File: src/rtl/cnn_pkg.sv
// ============================================================================
// cnn_pkg
// ----------------------------------------------------------------------------
// Shared definitions for the CNN layer pipeline (convolution output stage,
// pooling stage).
//   - DATA_WIDTH / pixel_t : default signed pixel type used across the layers
//   - MAX_WIDTH            : widest operand the shared compare helper accepts
//   - addr_width()         : clog2-based address width, never less than 1
//   - max2()               : signed two-input maximum
// ============================================================================
package cnn_pkg;

    localparam int DATA_WIDTH = 8;
    localparam int MAX_WIDTH  = 32;

    typedef logic signed [DATA_WIDTH-1:0] pixel_t;

    // Depths of 1 or 2 still need a one-bit address so ports never collapse
    // to zero width.
    function automatic int addr_width(input int depth);
        return (depth <= 2) ? 1 : $clog2(depth);
    endfunction

    // Callers sign-extend narrower pixels to MAX_WIDTH and truncate the
    // result back, so one helper serves every pixel width.
    function automatic logic signed [MAX_WIDTH-1:0] max2(
        input logic signed [MAX_WIDTH-1:0] a,
        input logic signed [MAX_WIDTH-1:0] b
    );
        return (a > b) ? a : b;
    endfunction

endpackage

File: src/rtl/pool_linebuf.sv
// ============================================================================
// pool_linebuf
// ----------------------------------------------------------------------------
// Simple dual-port RAM holding one entry per horizontal pixel pair of a row.
// Synchronous write, combinational read, so it maps onto distributed RAM.
// Contents are not reset.
//
// Ports:
//   i_clk    - write clock
//   i_we     - write enable
//   i_waddr  - write address
//   i_wdata  - write data
//   i_raddr  - read address
//   o_rdata  - read data (combinational from i_raddr)
// ============================================================================
module pool_linebuf
    import cnn_pkg::*;
#(
    parameter int DEPTH  = 128,
    parameter int WIDTH  = 8,
    parameter int ADDR_W = addr_width(DEPTH)
) (
    input  logic              i_clk,
    input  logic              i_we,
    input  logic [ADDR_W-1:0] i_waddr,
    input  logic [WIDTH-1:0]  i_wdata,
    input  logic [ADDR_W-1:0] i_raddr,
    output logic [WIDTH-1:0]  o_rdata
);

    logic [WIDTH-1:0] mem [DEPTH];

    always_ff @(posedge i_clk) begin
        if (i_we) begin
            mem[i_waddr] <= i_wdata;
        end
    end

    assign o_rdata = mem[i_raddr];

endmodule

File: src/rtl/maxpool_stream.sv
// ============================================================================
// maxpool_stream
// ----------------------------------------------------------------------------
// Streaming 2x2 / stride-2 max pooling over a raster-order signed pixel
// stream. Even rows store the max of each horizontal pixel pair in a
// half-width line buffer; odd rows combine their own pair max with the stored
// value and emit one pooled pixel per window, one cycle after the window's
// bottom-right pixel.
//
// Optional feature (compile-time macro):
//   MAXPOOL_RELU_EN - clamp negative pooled values to zero in the output
//                     register stage (latency unchanged).
//
// Ports:
//   i_clk        - rising-edge clock
//   i_reset      - synchronous active-high reset
//   i_data_valid - i_data carries a pixel this cycle (gaps allowed)
//   i_data       - input pixel, two's complement
//   o_data_valid - one-cycle pulse per pooled pixel
//   o_data       - pooled pixel, held until the next output
//   o_frame_done - one-cycle pulse with the last pooled pixel of a frame
// ============================================================================
module maxpool_stream
    import cnn_pkg::*;
#(
    parameter int imageWidth  = 256,
    parameter int imageHeight = 256,
    parameter int dataWidth   = 8
) (
    input  logic                 i_clk,
    input  logic                 i_reset,
    input  logic                 i_data_valid,
    input  logic [dataWidth-1:0] i_data,
    output logic                 o_data_valid,
    output logic [dataWidth-1:0] o_data,
    output logic                 o_frame_done
);

    // Reject geometries the windowing cannot handle at elaboration time.
    if ((imageWidth % 2) != 0 || imageWidth < 2) begin : g_bad_width
        $error("maxpool_stream: imageWidth must be even and at least 2");
    end
    if ((imageHeight % 2) != 0 || imageHeight < 2) begin : g_bad_height
        $error("maxpool_stream: imageHeight must be even and at least 2");
    end
    if (dataWidth < 1 || dataWidth > MAX_WIDTH) begin : g_bad_data_width
        $error("maxpool_stream: dataWidth out of supported range");
    end

    localparam int COL_W     = addr_width(imageWidth);
    localparam int ROW_W     = addr_width(imageHeight);
    localparam int LB_DEPTH  = imageWidth / 2;
    localparam int LB_ADDR_W = addr_width(LB_DEPTH);

    localparam logic [COL_W-1:0] COL_LAST = COL_W'(imageWidth - 1);
    localparam logic [ROW_W-1:0] ROW_LAST = ROW_W'(imageHeight - 1);

    logic [COL_W-1:0]            col_q, col_d;
    logic [ROW_W-1:0]            row_q, row_d;
    logic signed [dataWidth-1:0] hold_q, hold_d;
    logic signed [dataWidth-1:0] out_q, out_d;
    logic                        valid_q, valid_d;
    logic                        done_q, done_d;

    logic signed [dataWidth-1:0] in_pix;
    logic signed [dataWidth-1:0] pair_max;
    logic signed [dataWidth-1:0] window_max;
    logic signed [dataWidth-1:0] pooled;
    logic signed [dataWidth-1:0] lb_rdata;
    logic [LB_ADDR_W-1:0]        lb_addr;
    logic                        lb_we;

    assign in_pix = i_data;

    // Pair max serves both roles: line-buffer write data on even rows and
    // the first half of the window compare on odd rows.
    assign pair_max   = dataWidth'(max2(MAX_WIDTH'(hold_q), MAX_WIDTH'(in_pix)));
    assign window_max = dataWidth'(max2(MAX_WIDTH'(pair_max), MAX_WIDTH'(lb_rdata)));

`ifdef MAXPOOL_RELU_EN
    assign pooled = window_max[dataWidth-1] ? '0 : window_max;
`else
    assign pooled = window_max;
`endif

    // Read and write share one address: even rows only write and odd rows
    // only read, so the two never collide.
    assign lb_addr = LB_ADDR_W'(col_q >> 1);

    pool_linebuf #(
        .DEPTH  (LB_DEPTH),
        .WIDTH  (dataWidth),
        .ADDR_W (LB_ADDR_W)
    ) u_linebuf (
        .i_clk   (i_clk),
        .i_we    (lb_we),
        .i_waddr (lb_addr),
        .i_wdata (pair_max),
        .i_raddr (lb_addr),
        .o_rdata (lb_rdata)
    );

    // Everything advances only on a valid pixel, so input gaps freeze the
    // datapath. Reset suppresses the line-buffer write of a coincident pixel.
    always_comb begin
        col_d   = col_q;
        row_d   = row_q;
        hold_d  = hold_q;
        out_d   = out_q;
        valid_d = 1'b0;
        done_d  = 1'b0;
        lb_we   = 1'b0;

        if (i_data_valid && !i_reset) begin
            if (!col_q[0]) begin
                hold_d = in_pix;
            end else if (!row_q[0]) begin
                lb_we = 1'b1;
            end else begin
                out_d   = pooled;
                valid_d = 1'b1;
                done_d  = (row_q == ROW_LAST) && (col_q == COL_LAST);
            end

            if (col_q == COL_LAST) begin
                col_d = '0;
                row_d = (row_q == ROW_LAST) ? '0 : row_q + 1'b1;
            end else begin
                col_d = col_q + 1'b1;
            end
        end
    end

    always_ff @(posedge i_clk) begin
        if (i_reset) begin
            col_q   <= '0;
            row_q   <= '0;
            hold_q  <= '0;
            out_q   <= '0;
            valid_q <= 1'b0;
            done_q  <= 1'b0;
        end else begin
            col_q   <= col_d;
            row_q   <= row_d;
            hold_q  <= hold_d;
            out_q   <= out_d;
            valid_q <= valid_d;
            done_q  <= done_d;
        end
    end

    assign o_data       = out_q;
    assign o_data_valid = valid_q;
    assign o_frame_done = done_q;

endmodule

File: config.mk
export PLATFORM = sky130hd
export DESIGN_NAME = maxpool_stream
export DESIGN_NICKNAME = d
export VERILOG_FILES = /design/src/rtl/cnn_pkg.sv /design/src/rtl/pool_linebuf.sv /design/src/rtl/maxpool_stream.sv
export SDC_FILE = /design/constraint.sdc
export NUM_CORES = 1
export LEC_CHECK = 0
export ABC_CLOCK_PERIOD_IN_PS = 13000
export BUFFER_PORTS_ARGS = -buffer_cell sky130_fd_sc_hd__buf_2
export CAP_MARGIN = 20
export CORE_ASPECT_RATIO = 0.9
export CORE_MARGIN = 1.5
export CORE_UTILIZATION = 35
export CTS_CLUSTER_SIZE = 12
export DETAILED_ROUTE_END_ITERATION = 8
export GPL_ROUTABILITY_DRIVEN = 0
export MAX_ROUTING_LAYER = met4
export PLACE_DENSITY = 0.49
export SLEW_MARGIN = 20
export SYNTH_ARGS = -nofsm -noshare
export SYNTH_HDL_FRONTEND = slang
export SYNTH_SLANG_ARGS = --single-unit
File: constraint.sdc
create_clock -name i_clk -period 13 [get_ports i_clk]
set_input_delay 1.95 -clock i_clk [delete_from_list [all_inputs] [get_ports i_clk]]
set_output_delay 1.95 -clock i_clk [all_outputs]
set_load 0.02 [all_outputs]
# --- Word level (Yosys, flattened, before mapping) ---
# Memory sizes are Yosys's and may differ from the RTL's. A register that Yosys moved wholly into a read port is not among the register bits.
# Index checks and enable logic that the tools add are counted.
totals:
  latchBits: 0
  mem_bits_ro: 0
  mem_count: 1
  in_bits: 11
  ram_bits: 1024
  ff_bits: 34
mem_list:
  columns: ["name", "words", "width", "read_ports", "rd_ports_with_merged_regs", "wr", "line_no", "rtl"]
  rows:
  - ["u_linebuf.mem", 128, 8, 1, 1, 1, "pool_linebuf.sv:31", "logic [WIDTH-1:0] mem [DEPTH];"]
op_classes:
  multipliers: 0
  n_lt_le_gt_ge: 2
  bitwise_logic: 3
  div: 0
  add_sub_neg: 2
  muxes: 12
  n_shift: 0
  n_reduce_logical: 8
  n_eq_ne: 2
op_table:
  columns: ["cell", "count"]
  rows:
  - ["$mux 8", 4]
  - ["$add 8x1->8 const B", 2]
  - ["$eq 8x8->1 const B", 2]
  - ["$gt 8x8->1", 2]
  - ["$mux 7", 2]
  - ["$mux 1", 6]
  - ["$reduce_and 2->1", 2]
  - ["$reduce_or 4->1", 1]
  - ["$not 1->1", 3]
  - ["$reduce_and 3->1", 1]
  - ["$reduce_or 3->1", 1]
  - ["$logic_and 1x1->1", 2]
  - ["$logic_not 1->1", 1]

# --- Longest topological paths before layout ---
# Gate-level depths: netlist (run 1).
depth:
  depth_word: 5
  depth_mapped: 19

# --- Hierarchy ---
# From an unflattened synthesis (run 1), not the netlist that was laid out.
unflattened:
  hier_cells: 1844
  hier_area_um2: 41390.9
by_module_without_submodules:
  columns: ["module", "cells_per_inst", "instances", "seq_area_each_um2", "area_each_um2"]
  rows:
  - ["pool_linebuf", 1627, 1, 30749.5, 39505.4]
  - ["maxpool_stream", 217, 1, 680.7, 1885.6]

# --- Least setup slack after synthesis (run 1) ---
# OpenSTA, ideal clock, no wires.
synth_path:
  kind: "in2reg"
  startpoint: "input i_data[1]"
  endpoint: "memory u_linebuf.mem[0][3] (data pin)"
  stages: 9
  slack_ns: 3.340
  required_ns: 11.792
  arrival_ns: 8.452
  path_cell_list: "inv_1 -> ha_1 -> nor2b_1 -> o21a_1 -> o21ai_0 -> a311oi_2 -> or2_2 -> clkbuf_1 -> o21ai_0"
synth_via:
  elab_chain_len: 2
synth_lines:
  columns: ["element", "line_no", "rtl"]
  rows:
  - ["start, declared", "maxpool_stream.sv:33", "input logic [dataWidth-1:0] i_data,"]
  - ["$gt 8x8->1", "cnn_pkg.sv:30", "return (a > b) ? a : b;"]
  - ["$mux 8", "cnn_pkg.sv:30", null]
  - ["named net pair_max[3]", "maxpool_stream.sv:66", "logic signed [dataWidth-1:0] pair_max;"]
  - ["end, declared", "pool_linebuf.sv:31", null]
# The timed path passes the listed nets, and every way through them passes these cells.

==> flow_metrics.tcl, run 1 <==
set metrics [dict create \
    status "complete, no violations" \
    holdWs_ns 0.481 \
    worstSkewPairLatency_ns 0.71 \
    port_buffers 20 \
    cts_tree "built" \
    ctsHoldBuffers 0 \
    p_comb_share_pct 5.1 \
    synth_fp_nets 2088 \
    post-cts-setup-buffers 0 \
    row_count 120 \
    placedInstanceArea_um2 43600 \
    worstHoldPathType "reg2reg" \
    ant_nets 0 \
    cts.htree.levels 3 \
    worstMarginPinSlew_ns 1.15 \
    peakVddDrop_uv 109 \
    finalMaxSlewViolations 0 \
    power.density_nw_per_um2 151 \
    fin_skew_ns 0.0346 \
    drive_gt1_share_pct 21.6 \
    async_flop_share_pct 0 \
    synthTopCellsByArea "edfxtp_1, mux4_2, dfxtp_1" \
    hold_violations 0 \
    track_usage_pct 18.0 \
    power.share.clock_pct 40.4 \
    multi_input_area_um2 9600 \
    die_area_um2 122000 \
    drtIter0Drc 1948 \
    register_area_um2 31600 \
    synth_edf_count 1024 \
    vias 20300 \
    total_power_mw 7.08 \
    clk_path_buf_depth 3 \
    final.fill_count 10600 \
    post_drt_wl_per_cell_um 28.0 \
    nets 2140 \
    cp-start-kind "flop" \
    fp.dieW_um 368 \
    die_y_um 331 \
    synth.largest_area_cell "edfxtp_1" \
    ys.warnings.count 0 \
    synthFlopType "edfxtp_1" \
    finalWorstSetupSlack_ns 6.91 \
    clk_pin_slew_worst_paths_ns 0.06 \
    grt_pass1_wl_mm 153 \
    diodes 0 \
    final_cell_mix "edfxtp_1, mux4_2, nor2_1" \
    cts_resized 0 \
    netlist_area_um2 41900 \
    cts_buffers 108 \
    ys_ff_latch 1065 \
    clkSinkCount 1065 \
    final_common_cell "edfxtp_1" \
    fin_area_um2 46800 \
    cts_root_buf "clkbuf_16" \
    setup_violations 0 \
    synth_top_area_share_pct 73.4 \
    p_int_mw 5.55 \
    syn_avg_cell_area_um2 20.3 \
    drtPass1Iterations 7 \
    ys_types 57 \
    cp_max_fo 121 \
    antenna_found_initial 1 \
    slew_headroom_pct 22.9 \
    grt_overflow_total 0 \
    path_class "reg2reg" \
    area_growth_pct 11.8 \
    io_pins 21 \
    start_util_pct 35.3 \
    p_leak_nw 13.9 \
    pwr-share-seq_pct 54.5 \
    hpwl_mm 64.1 \
    crit_path_end_kind "flop" \
    arrival_ns 6.63 \
    core_um2 119000 \
    fmax_ghz 0.164 \
    fin_crit_ns 6.09 \
    grt_max_degree 122 \
    period_share_pct 46.8 \
    final.setup.tns_ns 0 \
    postSynthCellCount 2059 \
    viasPerCell 5.38 \
    critPathRequiredTime_ns 13.54 \
    ys_seq_area_share_pct 75.4 \
    drc 0 \
    rsz0062_at_grt "false" \
    p_sw_share_pct 21.7 \
    drv_cap 0 \
    p_switching_mw 1.54 \
    routed_wl_mm 106 \
    grt_pass1_vias 20700 \
    dp_worst_setup_slack_ns 6.89 \
]
==> power by group through the flow <==
stage	registers, mW	logic [mW]	clock network [mW]
2_1_floorplan	3.94	0.238	0
3_3_place_gp	3.93	0.361	0
3_5_place_dp	3.94	0.372	0
4_1_cts	3.86	0.371	2.92
5_1_grt	3.86	0.393	3.04
6_report	3.86	0.362	2.86
==> metrics by stage <==
step           cells  utilization (%)
4_1_cts         3777             39.4
3_5_place_dp    3587             36.7
3_3_place_gp    3587             36.7
2_1_floorplan   2059                -
6_report        3777             39.4
5_1_grt         3777             39.4
==> worst paths after layout <==
| check | cells after the start | start | endpoint | slack [ns] |
|---|---|---|---|---|
| worst min-delay path | 2 | hold_q[0] | hold_q[0] | 0.48 |
| worst min register to register | 2 | hold_q[0] | hold_q[0] | 0.48 |
| worst max register to register | 15 | flop | o_data[7] | 6.91 |
| worst max-delay path | 15 | flop | o_data[7] | 6.91 |
==> sequential cells by signal (all words and copies together) (netlist names), named ones only <==
| name | flops |
|---|---|
| u_linebuf.mem | 1024 |
| col_q | 8 |
| hold_q | 8 |
| o_data | 8 |
| row_q | 8 |
| o_data_valid | 1 |
| o_frame_done | 1 |
==> critical path, stage by stage (launching register included) <==
cell	delay, ns
dfxtp_4	0.79
buf_4	0.77
buf_12	0.65
mux4_2	0.42
mux4_2	0.52
o21ai_1	0.33
a2111oi_1	0.16
a21oi_2	0.24
ha_1	0.29
nor2b_1	0.14
o21a_1	0.16
o21ai_0	0.16
a21o_1	0.14
a21oi_1	0.12
o21ai_0	0.59
o221ai_1	0.25
==> layer usage <==
metal / track usage (%) / wire length [um]
met1: 26.1 / 49600
met2: 26.9 / 48500
met3: 2.83 / 5740
met4: 3.91 / 1990
met5: - / 0
==> logic make-up (layout without fill, tap and decap cells) <==
kind of cell             after synthesis  count (layout)  synth area share (%)
flip-flops                          1065            1065                  75.4
multiplexers                         330             330                  15.5
AND/OR/NAND/NOR                      313             313                  3.38
AO/OA/AOI/OAI                        187             187                  3.11
buffers and inverters                135             267                  1.80
adder cells (fa/ha/maj)               18              18                 0.538
XOR/XNOR                              11              11                 0.230
==> synthesized netlist by cell type (2+ instances only) <==
cell type and instances:
nor3_1 17, and2_1 9, a21oi_1 28, xnor2_1 2, mux2i_1 65, o21ai_0 43
o22ai_1 2, buf_2 26, nand2_1 51, nand4_1 12, o21ai_1 6, buf_6 14
a211o_1 2, nand2b_1 8, or2_2 3, xor2_1 9, nand3_1 15, a22oi_1 11
nor2b_1 24, dfxtp_1 41, nor4_1 3, or4_1 2, o211ai_1 10, clkbuf_1 42
buf_1 6, nor2_1 155, a221o_1 3, mux4_2 250, ha_1 18, a221oi_1 32
o21a_1 5, a21o_1 2, mux2_2 11, o221ai_1 15, inv_1 20, buf_4 25
and3_1 4, nand3b_1 3, edfxtp_1 1024, o22a_1 5, a211oi_1 15, mux4_1 4
or3_1 3
==> final cells by class <==
class | instances | share of cell area (%)
Clock buffer | 152 | 6.21
Clock inverter | 38 | 0.548
Tap cell | 1586 | 4.24
Sequential cell | 1065 | 67.5
Timing Repair Buffer | 57 | 0.842
Inverter | 20 | 0.192
Multi-Input combinational cell | 859 | 20.5
Power figures use the tool's default switching activity.
==> run 2, diff against run 1 <==
- ABC_CLOCK_PERIOD_IN_PS: 13000 -> 5500
- PLACE_DENSITY: 0.49 -> 0.51
- clock period: 13 -> 5.5 ns (I/O delays scaled with it)
==> run 2 against run 1 <==
  * Final cell count increased by 0.37%
  * Routed wire length is 1.9% lower
  * Core utilization increased by 0.20 points
  * Largest cell class unchanged
  * Setup slack lost 6.3 ns
  * Power is 140% higher
  * Sequential cell count is the same
==> flow_metrics.tcl, run 2 (synthesis gave the netlist of run 1 again) <==
set metrics [dict create \
    worstSkewPairLatency_ns 0.71 \
    cts_root_buf "clkbuf_16" \
    fin_crit_ns 4.93 \
    drtPass1Iterations 6 \
    drive_gt1_share_pct 22.1 \
    path_class "reg2reg" \
    setup_violations 0 \
    peakVddDrop_uv 276 \
    fin_skew_ns 0.0321 \
    fp.dieW_um 368 \
    drtIter0Drc 2114 \
    register_area_um2 31600 \
    core_um2 119000 \
    arrival_ns 5.47 \
    grt_overflow_total 0 \
    clk_pin_slew_worst_paths_ns 0.06 \
    ctsHoldBuffers 0 \
    multi_input_area_um2 9580 \
    hold_violations 0 \
    drc 0 \
    cp_max_fo 34 \
    finalWorstSetupSlack_ns 0.571 \
    clkSinkCount 1065 \
    antenna_found_initial 1 \
    largest_reg_flops 1024 \
    grt_pass1_wl_mm 151 \
    start_util_pct 35.3 \
    final.fill_count 10500 \
    critPathRequiredTime_ns 6.04 \
    fmax_ghz 0.203 \
    total_power_mw 16.7 \
    fin_cells 3791 \
    routed_wl_mm 104 \
    worstMarginPinSlew_ns 1.12 \
    final_common_cell "edfxtp_1" \
    final.setup.tns_ns 0 \
    cts.htree.levels 3 \
    slew_headroom_pct 24.9 \
    worstHoldPathType "in2reg" \
    period_share_pct 89.6 \
    finalMaxSlewViolations 0 \
    ant_nets 0 \
    nets 2162 \
    status "complete, no violations" \
    cts_buffers 107 \
    p_leak_nw 14.0 \
    viasPerCell 5.42 \
    drv_cap 0 \
    final_cell_mix "edfxtp_1, mux4_2, nor2_1" \
    post-cts-setup-buffers 0 \
    power.density_nw_per_um2 354 \
    clk_path_buf_depth 3 \
    vias 20600 \
    placed_cells 3609 \
    cp-start-kind "flop" \
    track_usage_pct 17.7 \
    cts_resized 0 \
    die_y_um 331 \
    io_pins 21 \
    area_growth_pct 12.4 \
    hpwl_mm 64.1 \
    row_count 120 \
    port_buffers 20 \
    grt_max_degree 102 \
    grt_pass1_vias 20800 \
    post_drt_wl_per_cell_um 27.4 \
    cts_tree "built" \
    crit_path_end_kind "flop" \
    rsz0062_at_grt "false" \
    regMostFlops "u_linebuf.mem" \
    die_area_um2 122000 \
    dp_worst_setup_slack_ns 0.610 \
]
run 2: changes by cell type in the layout (fill, tap and decap cells not counted), moves of 2 or more:
cell	change
buf_4	+14
nor2_2	-6
clkinv_8	+2
clkinv_1	+3
buf_12	+9
nor2_1	+6
diode_2	+2
clkinv_2	-3
clkbuf_1	-12
run 2: final timing paths:
kind                                start        end  slack [ns]  cells after the start
worst max-delay path                 flop  o_data[6]        0.57                     15
worst min-delay path            i_data[3]  hold_q[3]        0.37                      3
worst max register to register       flop  o_data[6]        0.57                     15
worst min register to register  hold_q[0]  hold_q[0]        0.48                      2
run 2: through the flow:
step	cell area, um^2	utilization, %	hold WS [ns]
after floorplan	41900	-	0.449
after global placement	43900	37.0	0.471
after detailed placement	43900	37.0	0.469
after CTS	47000	39.6	0.317
after global routing	47100	39.6	0.332
final	47100	39.6	0.369
run 2: worst max-delay path: stages, from the launching register on:
cell and delay (ns):
dfxtp_4 0.64, buf_12 0.33, buf_4 0.34, mux4_2 0.53
mux2_2 0.27, a21oi_1 0.40, a211oi_1 0.18, a21oi_2 0.26
ha_1 0.29, nor2b_1 0.14, o21a_1 0.16, o21ai_0 0.14
a21o_1 0.13, a21oi_1 0.10, o21ai_0 0.53, o221ai_1 0.25
run 2: report_power, final:
group / total [mW] / switching (mW) / leakage [nW] / internal, mW
combinational: 0.895 / 0.612 / 2.87 / 0.283
clock: 6.66 / 3.00 / 1.51 / 3.66
sequential: 9.12 / 0.0182 / 9.66 / 9.10
total: 16.7 / 3.63 / 14.0 / 13.0
run 2: cell type report:
cell class | count | share of cell area, %
Antenna cell | 2 | 0.0106
Clock buffer | 139 | 6.03
Clock inverter | 40 | 0.606
Inverter | 20 | 0.191
Timing Repair Buffer | 80 | 1.48
Sequential cell | 1065 | 67.1
Multi-Input combinational cell | 859 | 20.3
Tap cell | 1586 | 4.22
run 2: per-layer routing:
| metal | wire (um) | global-route usage [%] |
|---|---|---|
| met5 | 0 | - |
| met2 | 47700 | 26.1 |
| met3 | 6450 | 3.32 |
| met4 | 2310 | 4.25 |
| met1 | 47400 | 25.4 |
==> run 3, diff against run 2 <==
- REMOVE_ABC_BUFFERS: not set -> 1
==> run 3 against run 2 <==
  * Combinational power up 1%
  * Setup slack got worse by 0.29 ns
  * Critical endpoint is now o_data[7]
  * Count of clock-buffer cells in the layout is 4 higher
  * Clock power grew 9.0%
  * Sequential power barely moved
  * Largest power group unchanged
==> flow_metrics.tcl, run 3 (synthesis gave the netlist of run 1 again) <==
set metrics [dict create \
    drive_gt1_share_pct 24.7 \
    clkSinkCount 1065 \
    drtPass1Iterations 6 \
    ant_nets 0 \
    multi_input_area_um2 9590 \
    fmax_ghz 0.192 \
    fin_skew_ns 0.0304 \
    min_from "i_data[5]" \
    cts.htree.levels 3 \
    port_buffers 20 \
    post_drt_wl_per_cell_um 27.3 \
    area_growth_pct 14.2 \
    ctsHoldBuffers 0 \
    core_um2 119000 \
    drtIter0Drc 2174 \
    r2r_setup_slack_ns 0.28 \
    path_class "reg2reg" \
    total_power_mw 17.3 \
    fin_crit_ns 5.22 \
    register_area_um2 31600 \
    worstSkewPairLatency_ns 0.71 \
    rsz0062_at_grt "false" \
    cts_tree "built" \
    p_leak_nw 14.5 \
    regMostFlops "u_linebuf.mem" \
    cts_root_buf "clkbuf_16" \
    start_util_pct 35.3 \
    clk_pin_slew_worst_paths_ns 0.06 \
    cp_max_fo 25 \
    grt_pass1_wl_mm 153 \
    power.share.clock_pct 42.0 \
    grt_max_degree 113 \
    peakVddDrop_uv 324 \
    critPathRequiredTime_ns 6.02 \
    power.density_nw_per_um2 361 \
    nets 2215 \
    crit_path_end_kind "flop" \
    routed_wl_mm 105 \
    r2r-end "o_data[7]" \
    worstMarginPinSlew_ns 1.12 \
    fin_cells 3861 \
    track_usage_pct 17.9 \
    final_cell_mix "edfxtp_1, mux4_2, nor2_1" \
    p_sw_share_pct 21.8 \
    p_comb_share_pct 5.2 \
    worstHoldPathType "in2reg" \
    die_y_um 331 \
    period_share_pct 94.8 \
    hpwl_mm 65.9 \
    viasPerCell 5.38 \
    vias 20800 \
    hold_path_end "hold_q[5]" \
    fp.dieW_um 368 \
    clk_path_buf_depth 3 \
    die_area_um2 122000 \
    worst-r2r-cell-count 14 \
    drc 0 \
    worstHoldPathCells 3 \
    diodes 0 \
    post-cts-setup-buffers 0 \
    grt_pass1_vias 21400 \
    p_int_mw 13.5 \
    arrival_ns 5.74 \
    grt_overflow_total 0 \
    finalMaxSlewViolations 0 \
    status "complete, no violations" \
    antenna_found_initial 1 \
    p_switching_mw 3.78 \
    hold_violations 0 \
    final_common_cell "edfxtp_1" \
    slew_headroom_pct 24.8 \
    setup_violations 0 \
    io_pins 21 \
    largest_reg_flops 1024 \
    cp-start-kind "flop" \
    cts_buffers 113 \
    cts_resized 0 \
    placed_cells 3656 \
    drv_cap 0 \
    row_count 120 \
    pwr-share-seq_pct 52.8 \
    final.fill_count 10500 \
]
-- run 3: cell count changes in the layout (fill, tap and decap cells not counted), moves of 2 or more --
| cell | delta |
|---|---|
| clkinvlp_4 | +2 |
| clkbuf_1 | -3 |
| bufinv_16 | +5 |
| clkinv_2 | +11 |
| clkbuf_16 | +6 |
| buf_12 | +2 |
| clkinv_1 | +3 |
| buf_4 | +45 |
| diode_2 | -2 |
-- run 3: area by class of cell --
class	instances	area share (%)
Clock buffer	143	6.26
Sequential cell	1065	66.0
Inverter	20	0.188
Clock inverter	61	1.10
Tap cell	1586	4.15
Multi-Input combinational cell	859	20.1
Timing Repair Buffer	127	2.21
-- run 3: layer usage --
metal | up-vias | GRT usage (%) | share of wire, %
met5 | - | - | 0
met4 | 0 | 4.53 | 2.4
met3 | 164 | 3.44 | 6.6
met2 | 666 | 26.9 | 46
met1 | 11200 | 25.0 | 45
li1 | 8785 | - | -
-- run 3: stage by stage --
stage	utilization, %	area (um^2)	hold WS (ns)	setup WS [ns]	TNS, ns
detailed placement	37.3	44300	0.473	0.380	0
global placement	37.3	44300	0.473	0.381	0
floorplan	-	41200	0.443	-7.11	-432.45
global route	40.3	47800	0.370	0.134	0
finish	40.3	47800	0.383	0.284	0
CTS	40.3	47800	0.338	0.337	0
-- run 3: worst max path at each step --
stage,startpoint,endpoint,slack (ns),depth (start not counted)
after CTS,flop,o_data[7],0.34,15
after detailed placement,flop,o_data[7],0.38,15
final,flop,o_data[7],0.28,14
after global routing,flop,o_data[5],0.13,15
after floorplan,flop,o_data[0],-7.11,14
after global placement,flop,o_data[2],0.38,14
-- run 3: worst max-delay path, cell delays in order (launching register included) --
cell and delay [ns]:
dfxtp_4 0.82, or3b_2 0.64, o221ai_1 0.34, a221o_1 0.27
o21ai_1 0.10, a2111oi_1 0.73, a21oi_2 0.15, ha_1 0.35
nor2b_1 0.13, o21a_1 0.16, o21ai_0 0.18, a21o_1 0.15
a21oi_1 0.11, o21ai_0 0.63, o221ai_1 0.26
-- run 3: power groups by stage --
stage | Clock, mW | Combinational, mW | Sequential [mW]
floorplan | 0 | 0.585 | 9.39
global placement | 0 | 0.892 | 9.29
detailed placement | 0 | 0.921 | 9.29
CTS | 7.41 | 0.922 | 9.12
global route | 7.69 | 0.976 | 9.12
finish | 7.26 | 0.904 | 9.12
